**src/rtl/prod_acc_pkg.sv**
```systemverilog
// Shared types and helpers for the product accumulator: FSM state encoding,
// counter width and the signed saturation limits for an arbitrary width.
package prod_acc_pkg;

  typedef enum logic {
    ACCUM = 1'b0,
    DONE  = 1'b1
  } state_t;

  // Widest accumulator the limit helpers can describe; callers slice the low bits.
  localparam int LIM_W = 128;

  function automatic int acc_cnt_w(input int max_terms);
    return $clog2(max_terms + 1);
  endfunction

  // Largest positive two's-complement value of width w, zero-extended to LIM_W.
  function automatic logic [LIM_W-1:0] sat_max(input int w);
    return (LIM_W'(1) << (w - 1)) - LIM_W'(1);
  endfunction

  // Most negative value of width w; its low w bits are 1 followed by zeros.
  function automatic logic [LIM_W-1:0] sat_min(input int w);
    return ~sat_max(w);
  endfunction

endpackage

```
**src/rtl/prod_acc_if.sv**
```systemverilog
// Product stream in, dot-product result out. The producer/consumer side owns
// the master modport, the accumulator owns the slave modport.
interface prod_acc_if #(
  parameter int ACC_W = 40,
  parameter int CNT_W = 9
);
  logic signed [31:0]      i_prod;
  logic                    i_valid;
  logic                    i_last;
  logic                    o_ready;
  logic signed [ACC_W-1:0] o_acc;
  logic [CNT_W-1:0]        o_count;
  logic                    o_ovf;
  logic                    o_valid;
  logic                    i_ready;

  modport master (
    output i_prod, i_valid, i_last, i_ready,
    input  o_ready, o_acc, o_count, o_ovf, o_valid
  );

  modport slave (
    input  i_prod, i_valid, i_last, i_ready,
    output o_ready, o_acc, o_count, o_ovf, o_valid
  );
endinterface

```
**src/rtl/acc_sat_add.sv**
```systemverilog
// Combinational signed adder of two ACC_W operands with overflow detection and
// optional clamping to the signed range.
module acc_sat_add
  import prod_acc_pkg::*;
#(
  parameter int ACC_W    = 40,
  parameter bit SATURATE = 1'b1
) (
  input  logic signed [ACC_W-1:0] a,
  input  logic signed [ACC_W-1:0] b,
  output logic signed [ACC_W-1:0] sum,
  output logic                    ovf
);

  localparam logic [LIM_W-1:0] MAX_L = sat_max(ACC_W);
  localparam logic [LIM_W-1:0] MIN_L = sat_min(ACC_W);
  localparam logic signed [ACC_W-1:0] POS_LIM = MAX_L[ACC_W-1:0];
  localparam logic signed [ACC_W-1:0] NEG_LIM = MIN_L[ACC_W-1:0];

  logic [ACC_W:0] wide;

  // One guard bit: the result left the signed range when the top two bits differ.
  assign wide = {a[ACC_W-1], a} + {b[ACC_W-1], b};
  assign ovf  = wide[ACC_W] ^ wide[ACC_W-1];

  // NOTE: every output of a combinational block gets a default first so no latch is inferred.
  always_comb begin
    sum = wide[ACC_W-1:0];
    if (ovf && SATURATE) begin
      sum = wide[ACC_W] ? NEG_LIM : POS_LIM;
    end
  end

endmodule

```
**src/rtl/prod_accumulator.sv**
```systemverilog
// Two-stage signed accumulator for multiplier products: S1 registers the beat,
// S2 folds it into the burst sum, which is held until the consumer takes it.
module prod_accumulator
  import prod_acc_pkg::*;
#(
  parameter int ACC_W     = 40,
  parameter int MAX_TERMS = 256,
  parameter bit SATURATE  = 1'b1
) (
  input logic         i_clk,
  input logic         i_rst,
  prod_acc_if.slave   bus
);

  localparam int CNT_W = acc_cnt_w(MAX_TERMS);
  localparam logic [CNT_W:0] TERM_LIMIT = (CNT_W + 1)'(MAX_TERMS);

  state_t                  state, state_nxt;
  logic signed [31:0]      s1_prod;
  logic                    s1_last_eff;
  logic                    s1_vld;
  logic signed [ACC_W-1:0] acc;
  logic signed [ACC_W-1:0] add_sum;
  logic signed [ACC_W-1:0] prod_ext;
  logic [CNT_W-1:0]        cnt;
  logic                    ovf;
  logic                    add_ovf;
  logic                    accept;
  logic                    last_eff;
  logic                    clear;
  logic [CNT_W:0]          count_incl;

  // Ready depends only on registered state, never on the consumer's i_ready.
  assign bus.o_ready = (state == ACCUM) && !(s1_vld && s1_last_eff);
  assign accept      = bus.i_valid && bus.o_ready;

  // A beat still waiting in S1 already counts toward the term limit.
  assign count_incl = {1'b0, cnt} + (CNT_W + 1)'(s1_vld) + (CNT_W + 1)'(1);
  assign last_eff   = bus.i_last || (count_incl == TERM_LIMIT);

  // NOTE: sequential state is assigned with <= so every flop samples pre-edge values.
  always_ff @(posedge i_clk or posedge i_rst) begin
    if (i_rst) begin
      s1_vld      <= 1'b0;
      s1_prod     <= '0;
      s1_last_eff <= 1'b0;
    end else begin
      s1_vld <= accept;
      if (accept) begin
        s1_prod     <= bus.i_prod;
        s1_last_eff <= last_eff;
      end
    end
  end

  assign prod_ext = {{(ACC_W - 32){s1_prod[31]}}, s1_prod};

  acc_sat_add #(
    .ACC_W    (ACC_W),
    .SATURATE (SATURATE)
  ) u_add (
    .a   (acc),
    .b   (prod_ext),
    .sum (add_sum),
    .ovf (add_ovf)
  );

  always_ff @(posedge i_clk or posedge i_rst) begin
    if (i_rst) begin
      state <= ACCUM;
    end else begin
      state <= state_nxt;
    end
  end

  always_comb begin
    state_nxt = state;
    clear     = 1'b0;
    case (state)
      ACCUM: begin
        if (s1_vld && s1_last_eff) begin
          state_nxt = DONE;
        end
      end
      DONE: begin
        if (bus.i_ready) begin
          state_nxt = ACCUM;
          clear     = 1'b1;
        end
      end
    endcase
  end

  // S1 is always empty in DONE, so the sum cannot move while the result is held.
  always_ff @(posedge i_clk or posedge i_rst) begin
    if (i_rst) begin
      acc <= '0;
      cnt <= '0;
      ovf <= 1'b0;
    end else if (clear) begin
      acc <= '0;
      cnt <= '0;
      ovf <= 1'b0;
    end else if (s1_vld) begin
      acc <= add_sum;
      cnt <= cnt + CNT_W'(1);
      ovf <= ovf | add_ovf;
    end
  end

  assign bus.o_acc   = acc;
  assign bus.o_count = cnt;
  assign bus.o_ovf   = ovf;
  assign bus.o_valid = (state == DONE);

endmodule
```
**src/flat_wrapper.sv**
```systemverilog
// flat-port wrapper written by rule: the top's interface ports become plain ports
module prod_accumulator_flat import prod_acc_pkg::*;
#(
  parameter int ACC_W     = 40,
  parameter int MAX_TERMS = 256,
  parameter bit SATURATE  = 1'b1
)
  (i_clk, i_rst, bus_i_prod, bus_i_valid, bus_i_last, bus_i_ready, bus_o_ready, bus_o_acc, bus_o_count, bus_o_ovf, bus_o_valid);
  prod_acc_if #(.ACC_W(ACC_W)) bus_i ();
  input logic i_clk;
  input logic i_rst;
  input wire logic [$bits(bus_i.i_prod)-1:0] bus_i_prod;
  input wire logic [$bits(bus_i.i_valid)-1:0] bus_i_valid;
  input wire logic [$bits(bus_i.i_last)-1:0] bus_i_last;
  input wire logic [$bits(bus_i.i_ready)-1:0] bus_i_ready;
  output wire logic [$bits(bus_i.o_ready)-1:0] bus_o_ready;
  output wire logic [$bits(bus_i.o_acc)-1:0] bus_o_acc;
  output wire logic [$bits(bus_i.o_count)-1:0] bus_o_count;
  output wire logic [$bits(bus_i.o_ovf)-1:0] bus_o_ovf;
  output wire logic [$bits(bus_i.o_valid)-1:0] bus_o_valid;
  assign bus_i.i_prod = bus_i_prod;
  assign bus_i.i_valid = bus_i_valid;
  assign bus_i.i_last = bus_i_last;
  assign bus_i.i_ready = bus_i_ready;
  assign bus_o_ready = bus_i.o_ready;
  assign bus_o_acc = bus_i.o_acc;
  assign bus_o_count = bus_i.o_count;
  assign bus_o_ovf = bus_i.o_ovf;
  assign bus_o_valid = bus_i.o_valid;
  prod_accumulator #(.ACC_W(ACC_W), .MAX_TERMS(MAX_TERMS), .SATURATE(SATURATE)) u_core (.i_clk(i_clk), .i_rst(i_rst), .bus(bus_i));
endmodule
```
**config.mk**
```make
export PLATFORM = sky130hd
export DESIGN_NAME = prod_accumulator_flat
export DESIGN_NICKNAME = d
export VERILOG_FILES = /design/src/rtl/prod_acc_pkg.sv /design/src/rtl/prod_acc_if.sv /design/src/rtl/acc_sat_add.sv /design/src/rtl/prod_accumulator.sv /design/src/flat_wrapper.sv
export SDC_FILE = /design/constraint.sdc
export NUM_CORES = 1
export LEC_CHECK = 0
export CAP_MARGIN = 20
export CORE_ASPECT_RATIO = 1.75
export CORE_MARGIN = 2
export CORE_UTILIZATION = 56
export DETAILED_ROUTE_END_ITERATION = 7
export PLACE_DENSITY = 0.82
export SKIP_LAST_GASP = 1
export SLEW_MARGIN = 25
export SYNTH_ARGS = -nofsm -noshare
export SYNTH_HDL_FRONTEND = slang
export SYNTH_HIERARCHICAL = 1
export SYNTH_SLANG_ARGS = --single-unit
```
**constraint.sdc**
```tcl
create_clock -name i_clk -period 3.95 [get_ports i_clk]
set_input_delay 0.79 -clock i_clk [delete_from_list [all_inputs] [get_ports i_clk]]
set_output_delay 0.79 -clock i_clk [all_outputs]
set_load 0.02 [all_outputs]
```
==> results of run 1 <==
[stage by stage]
stage                     hold WS, ns  instance area (um^2)  utilization, %  setup WS [ns]
after floorplan                 0.485                  6230               -          0.515
after global placement          0.484                  7210            65.7          0.246
after detailed placement        0.501                  7210            65.7         0.0440
after CTS                       0.517                  7490            68.2         0.0508
after global routing            0.531                  7500            68.3        0.00944
final                           0.513                  7500            68.3          0.240
[logic make-up (layout without fill, tap and decap cells)]
group	count (synthesis)	after routing
buffers and inverters	45	130
AND/OR/NAND/NOR	176	176
AO/OA/AOI/OAI	185	185
adder cells (fa/ha/maj)	49	49
XOR/XNOR	43	43
multiplexers	74	74
flip-flops	85	85
[flip-flops by register name (all words and copies together) (netlist names)]
name                cells
u_core/s1_prod         32
u_core/bus.o_valid      1
u_core/s1_last_eff      1
u_core/s1_vld           1
u_core/bus.o_acc       40
u_core/bus.o_count      9
u_core/bus.o_ovf        1
[final cells by class]
class / instances / area [um^2] / share of cell area [%]
multi-input cells: 527 / 3880 / 51.7
clock inverters: 5 / 36.3 / 0.484
flip-flops and latches: 85 / 2130 / 28.4
inverters: 15 / 57.6 / 0.768
repair buffers: 99 / 988 / 13.2
well taps: 132 / 165 / 2.20
clock buffers: 11 / 243 / 3.24
[worst paths after layout]
| check | slack, ns | start | cells after the start | end |
|---|---|---|---|---|
| setup / recovery | 0.24 | u_core/bus.o_acc[0]$_DFFE_PP0P_ | 14 | u_core/bus.o_acc[24]$_DFFE_PP0P_ |
| hold / removal | 0.51 | u_core/s1_prod[14]$_DFFE_PP0P_ | 1 | u_core/s1_prod[14]$_DFFE_PP0P_ |
| setup reg to reg | 0.24 | u_core/bus.o_acc[0]$_DFFE_PP0P_ | 14 | u_core/bus.o_acc[24]$_DFFE_PP0P_ |
| hold reg to reg | 0.51 | u_core/s1_prod[14]$_DFFE_PP0P_ | 1 | u_core/s1_prod[14]$_DFFE_PP0P_ |
| max in group asynchronous | 2.45 | i_rst | 3 | u_core/bus.o_acc[9]$_DFFE_PP0P_ |
| min in group asynchronous | 0.83 | i_rst | 2 | u_core/bus.o_acc[17]$_DFFE_PP0P_ |
[per-layer routing]
metal / up-vias / part of all wire [%] / routed length (um)
met5: - / 0 / 0
met4: 0 / 4.6 / 764
met3: 68 / 4.2 / 698
met2: 201 / 56 / 9250
met1: 2641 / 35 / 5830
li1: 2554 / - / -
[layout by cell type, fill, tap and decap left out, types with 3 or more instances in the layout]
cell,n
clkdlybuf4s50_1,88
nor2b_1,4
ha_1,44
a21oi_1,67
nand4_1,7
o31ai_1,3
inv_1,13
maj3_1,3
and2_1,5
mux2i_1,41
nor4_1,3
nor3_1,11
and3_1,5
xnor2_1,23
a211oi_1,3
dfrtp_1,84
a21boi_0,3
o21bai_1,9
nor2_1,70
nand2_1,34
nand2b_1,9
or3_1,4
o211ai_1,4
nand3_1,8
mux2_2,33
a21o_1,28
buf_4,9
clkinv_4,3
xor2_1,19
o21ai_0,30
clkbuf_16,9
a31oi_1,4
clkinv_2,3
o21ai_1,7
[repair_timing]
action	4_1_cts	5_1_grt
endpoints found under the setup margin	0	34
gates resized for setup	0	2
setup buffers	0	0
hold buffers	0	0
==> out/metrics.yaml, run 1 <==
tns_ns: 0
dpl.cell_count: 858
numCtsBuffers: 9
ys_async_sr_fraction_pct: 100
rsz0062_at_grt: "false"
syn_to_final_growth_pct: 20.4
core_um2: 11000
syn_avg_cell_area_um2: 9.48
globalRouteMet2Util_pct: 54.4
critPathSlowestCell: "fa_1"
wl_per_cell_um: 18.9
die_area_um2: 12000
root_buffer: "clkbuf_16"
grt_pass1_vias: 5885
crit_fanout: 13
top_usage_layer: "met2"
synth_commonest_cells: "dfrtp_1, nor2_1, a21oi_1"
crit_required_ns: 4.14
drv_cap: 0
clk_latency_ns: 0.34
port_buffers: 88
synth_ff_type: "dfrtp_1"
grtUsageTotal_pct: 28.2
cts_buffer_depth: 2
status: "finished, final reports clean"
period_needed_ns: 3.71
synthSimpleGateAreaFrac_pct: 14.1
cp_top_family: "compound AO/OA/AOI/OAI gates"
fmax_ghz: 0.270
num_vias: 5464
critPathKind: "register to register"
drc_errors: 0
ys_seq_elements: 85
synthXorXnorAreaFrac_pct: 6.35
synth.top_cells.by_area: "dfrtp_1, ha_1, mux2i_1, mux2_2, a21oi_1"
antenna_left: 0
syn_area_um2: 6230
final-setup-viol-count: 0
antenna_found_initial: 0
slowest_delay_ns: 0.42
synth_top_area_cell: "dfrtp_1"
synth.yosys.warnings: 6
path_cells: "ha_1 > fa_1 > a21o_1 > a221oi_4 > nor3_2 > nor4_4 > o2bb2ai_1 > or3_1 > a31o_2 > nor2_8 > buf_4 > a21oi_1 > mux2i_1 > nor2_1"
hold_path_class: "register to register"
fillers: 884
ys_types: 70
synth_edf_count: 0
synthAdderAreaFrac_pct: 9.82
finalCritPeriodShare_pct: 93.9
start_util_pct: 56.8
cts_tree: "done"
synth_nets: 739
worst_pin_slew_ns: 0.803
synthMuxAreaShare_pct: 12.6
fin_cells: 874
fp.dieH_um: 144
clkTransAtPathRegs_ns: 0.07
crit_arrival_ns: 3.90
htreeDepth: 3
yosysSeqAreaShare_pct: 34.1
drt_iter0_drc: 407
grt_pass1_wl_mm: 27.4
row_count: 51
met1_usage_pct: 28.4
grt_start_max_net_pins: 52
finalHoldViolCount: 0
fin_skew_ns: 0.0100
dr.pass1.iters: 5
critPathBufInv: 1
slew_headroom_pct: 46.4
use_met3_pct: 4.02
cp-start-kind: "register"
dieWidth_um: 83.7
endpoint_kind: "register"
overflow: 0
synth-compound-area-share_pct: 19.3
nets: 819
n_antenna_cell: 0
hpwl_mm: 12.4
gp_congestion: 0.934
drive_gt1_share_pct: 10.2
cts.sinks: 85
slew_viol_final: 0
ios: 89
wirelength_mm: 16.5
synth_top_cell_area_share_pct: 34.1
synth_top_family_by_area: "compound AO/OA/AOI/OAI gates"
synth.most_common_cell: "dfrtp_1"
synth_cells: 657
viasPerCell: 6.25
Power of run 1 is left out: the tool's default activity adds up to more than one toggle a clock period on the data nets, which glitch-free logic cannot reach.
==> inputs of run 2 (changes only) <==
--- a/config.mk
+++ b/config.mk
@@ -9,7 +9,9 @@
 export CORE_ASPECT_RATIO = 1.75
 export CORE_MARGIN = 2
 export CORE_UTILIZATION = 56
+export CTS_CLUSTER_DIAMETER = 50
 export DETAILED_ROUTE_END_ITERATION = 7
+export GPL_TIMING_DRIVEN = 0
 export PLACE_DENSITY = 0.82
 export SKIP_LAST_GASP = 1
 export SLEW_MARGIN = 25
==> out/metrics.yaml, run 2 (same netlist as run 1, synthesis figures left out) <==
crit_arrival_ns: 4.02  # +0.12 ns
drc_errors: 0  # unchanged
grtUsageTotal_pct: 28.9  # +0.73 points
status: "finished, final reports clean"
rsz0062_at_grt: "false"
hold_path_class: "register to register"
cts.sinks: 85  # unchanged
n_antenna_cell: 0  # unchanged
worst_pin_slew_ns: 0.652  # -0.151 ns
dieWidth_um: 83.7  # unchanged
rrSetupSlack_ns: 0.14  # -0.10 ns
cp_top_family: "compound AO/OA/AOI/OAI gates"
dr.pass1.iters: 4  # -1
fmax_ghz: 0.262  # -2.7%
period_needed_ns: 3.81  # +0.103 ns
die_area_um2: 12000  # unchanged
slowest_delay_ns: 0.42  # about the same
finalCritPeriodShare_pct: 96.5  # +2.6 points
hold_buffers: 0  # unchanged
ios: 89  # unchanged
grt_start_max_net_pins: 54  # +3.8%
hpwl_mm: 13.1  # +5.8%
hold_path_end: "u_core/s1_prod[19]$_DFFE_PP0P_"
whs_path_depth: 1  # unchanged
slew_viol_final: 0  # unchanged
cp-start-kind: "register"
final_cell_mix: "clkdlybuf4s50_1, dfrtp_1, nor2_1"
final_core_util_pct: 69.7  # +1.4 points
fillers: 886  # +0.23%
largest_reg_flops: 40  # unchanged
crit_fanout: 10  # -3
r2r-start: "u_core/bus.o_acc[0]$_DFFE_PP0P_"
num_vias: 5543  # +1.4%
finalHoldViolCount: 0  # unchanged
drv_cap: 0  # unchanged
start_util_pct: 56.8  # unchanged
clkTransAtPathRegs_ns: 0.06  # about the same
cts_buffer_depth: 2  # unchanged
numCtsBuffers: 9  # unchanged
whs_ns: 0.513  # +0.000250 ns
critPathSlowestCell: "dfrtp_1"
gp_congestion: 0.962  # +3.0%
critPathKind: "register to register"
htreeDepth: 3  # unchanged
grt_pass1_wl_mm: 27.7  # +1.2%
fp.dieH_um: 144  # unchanged
critPathBufInv: 2  # +1
nets: 842  # +2.8%
cts_tree: "done"
wl_per_cell_um: 19.2  # +1.3%
clk_latency_ns: 0.34  # about the same
layout_commonest_cell: "clkdlybuf4s50_1"
fin_skew_ns: 0.00795  # -0.00209 ns
drt_iter0_drc: 245  # -40%
overflow: 0  # unchanged
antenna_left: 0  # unchanged
drive_gt1_share_pct: 11.4  # +1.1 points
syn_to_final_growth_pct: 22.8
row_count: 51  # unchanged
root_buffer: "clkbuf_16"
r2r_end: "u_core/bus.o_acc[8]$_DFFE_PP0P_"
r2r_cells: 15  # +1
endpoint_kind: "register"
path_cells: "ha_1 > fa_1 > a21o_1 > a221oi_4 > nor3_2 > nor4_4 > o2bb2ai_1 > or3_1 > a31o_1 > buf_6 > nand2_4 > buf_4 > o21ai_0 > mux2i_1 > nor2_1"
core_um2: 11000  # unchanged
grt_pass1_vias: 5630  # -4.3%
viasPerCell: 6.19  # -1.0%
wirelength_mm: 17.2  # +3.8%
antenna_found_initial: 0  # unchanged
final-setup-viol-count: 0  # unchanged
slew_headroom_pct: 56.0  # +9.6 points
worstHoldStart: "u_core/s1_prod[19]$_DFFE_PP0P_"
crit_required_ns: 4.16  # +0.02 ns
port_buffers: 88  # unchanged
tns_ns: 0  # unchanged
## run 2: area by class of cell
cell class                      count  area [um^2]  share of cell area, %
Multi-Input combinational cell    527         3880                   50.7
Sequential cell                    85         2130                   27.8
Timing Repair Buffer               92          931                   12.2
Clock buffer                       10          229                   2.99
Buffer                             30          179                   2.34
Tap cell                          132          165                   2.16
Clock inverter                      5         85.1                   1.11
Inverter                           15         58.8                  0.769
## run 2: how the worst max path moves through the flow
| stage | startpoint | end | slack, ns | cells past startpoint |
|---|---|---|---|---|
| after floorplan | u_core/bus.o_acc[0]$_DFFE_PP0P_ | u_core/bus.o_acc[15]$_DFFE_PP0P_ | 0.52 | 15 |
| after global placement | i_rst | u_core/bus.o_count[8]$_DFFE_PP0P_ | -0.27 | 2 |
| after detailed placement | u_core/bus.o_acc[0]$_DFFE_PP0P_ | u_core/bus.o_acc[15]$_DFFE_PP0P_ | 0.04 | 15 |
| after CTS | u_core/bus.o_acc[0]$_DFFE_PP0P_ | u_core/bus.o_acc[15]$_DFFE_PP0P_ | 0.02 | 15 |
| after global routing | u_core/bus.o_acc[0]$_DFFE_PP0P_ | u_core/bus.o_acc[10]$_DFFE_PP0P_ | 0.009 | 15 |
| final | u_core/bus.o_acc[0]$_DFFE_PP0P_ | u_core/bus.o_acc[8]$_DFFE_PP0P_ | 0.14 | 15 |
## run 2: repair_timing
action / 4_1_cts / 5_1_grt
setup buffers: 0 / 3
resized for setup: 0 / 2
endpoints found under the setup margin: 0 / 35
## run 2: through the flow
| step | worst slack (ns) | cells | cell area, um^2 |
|---|---|---|---|
| floorplan | 0.515 | 657 | 6230 |
| global placement | -0.269 | 877 | 7280 |
| detailed placement | 0.0392 | 878 | 7310 |
| CTS | 0.0215 | 893 | 7620 |
| global route | 0.00883 | 896 | 7650 |
| finish | 0.137 | 896 | 7650 |
## run 2: routing by layer
metal,up-vias,part of all wire (%),GRT usage (%),routed length [um]
li1,2596,-,-,-
met1,2670,37,29.9,6350
met2,200,54,54.8,9310
met3,77,4.1,4.54,702
met4,0,4.7,16.1,811
met5,-,0,0,0
Power of run 2 is left out for the same reason.
==> inputs of run 3 (changes only) <==
--- a/config.mk
+++ b/config.mk
@@ -14,7 +14,6 @@
 export GPL_TIMING_DRIVEN = 0
 export PLACE_DENSITY = 0.82
 export SKIP_LAST_GASP = 1
-export SLEW_MARGIN = 25
 export SYNTH_ARGS = -nofsm -noshare
 export SYNTH_HDL_FRONTEND = slang
 export SYNTH_HIERARCHICAL = 1
==> results of run 3 <==
Final layout, timing and power as in run 2 (identical DEF).
Power of run 3 is left out for the same reason.
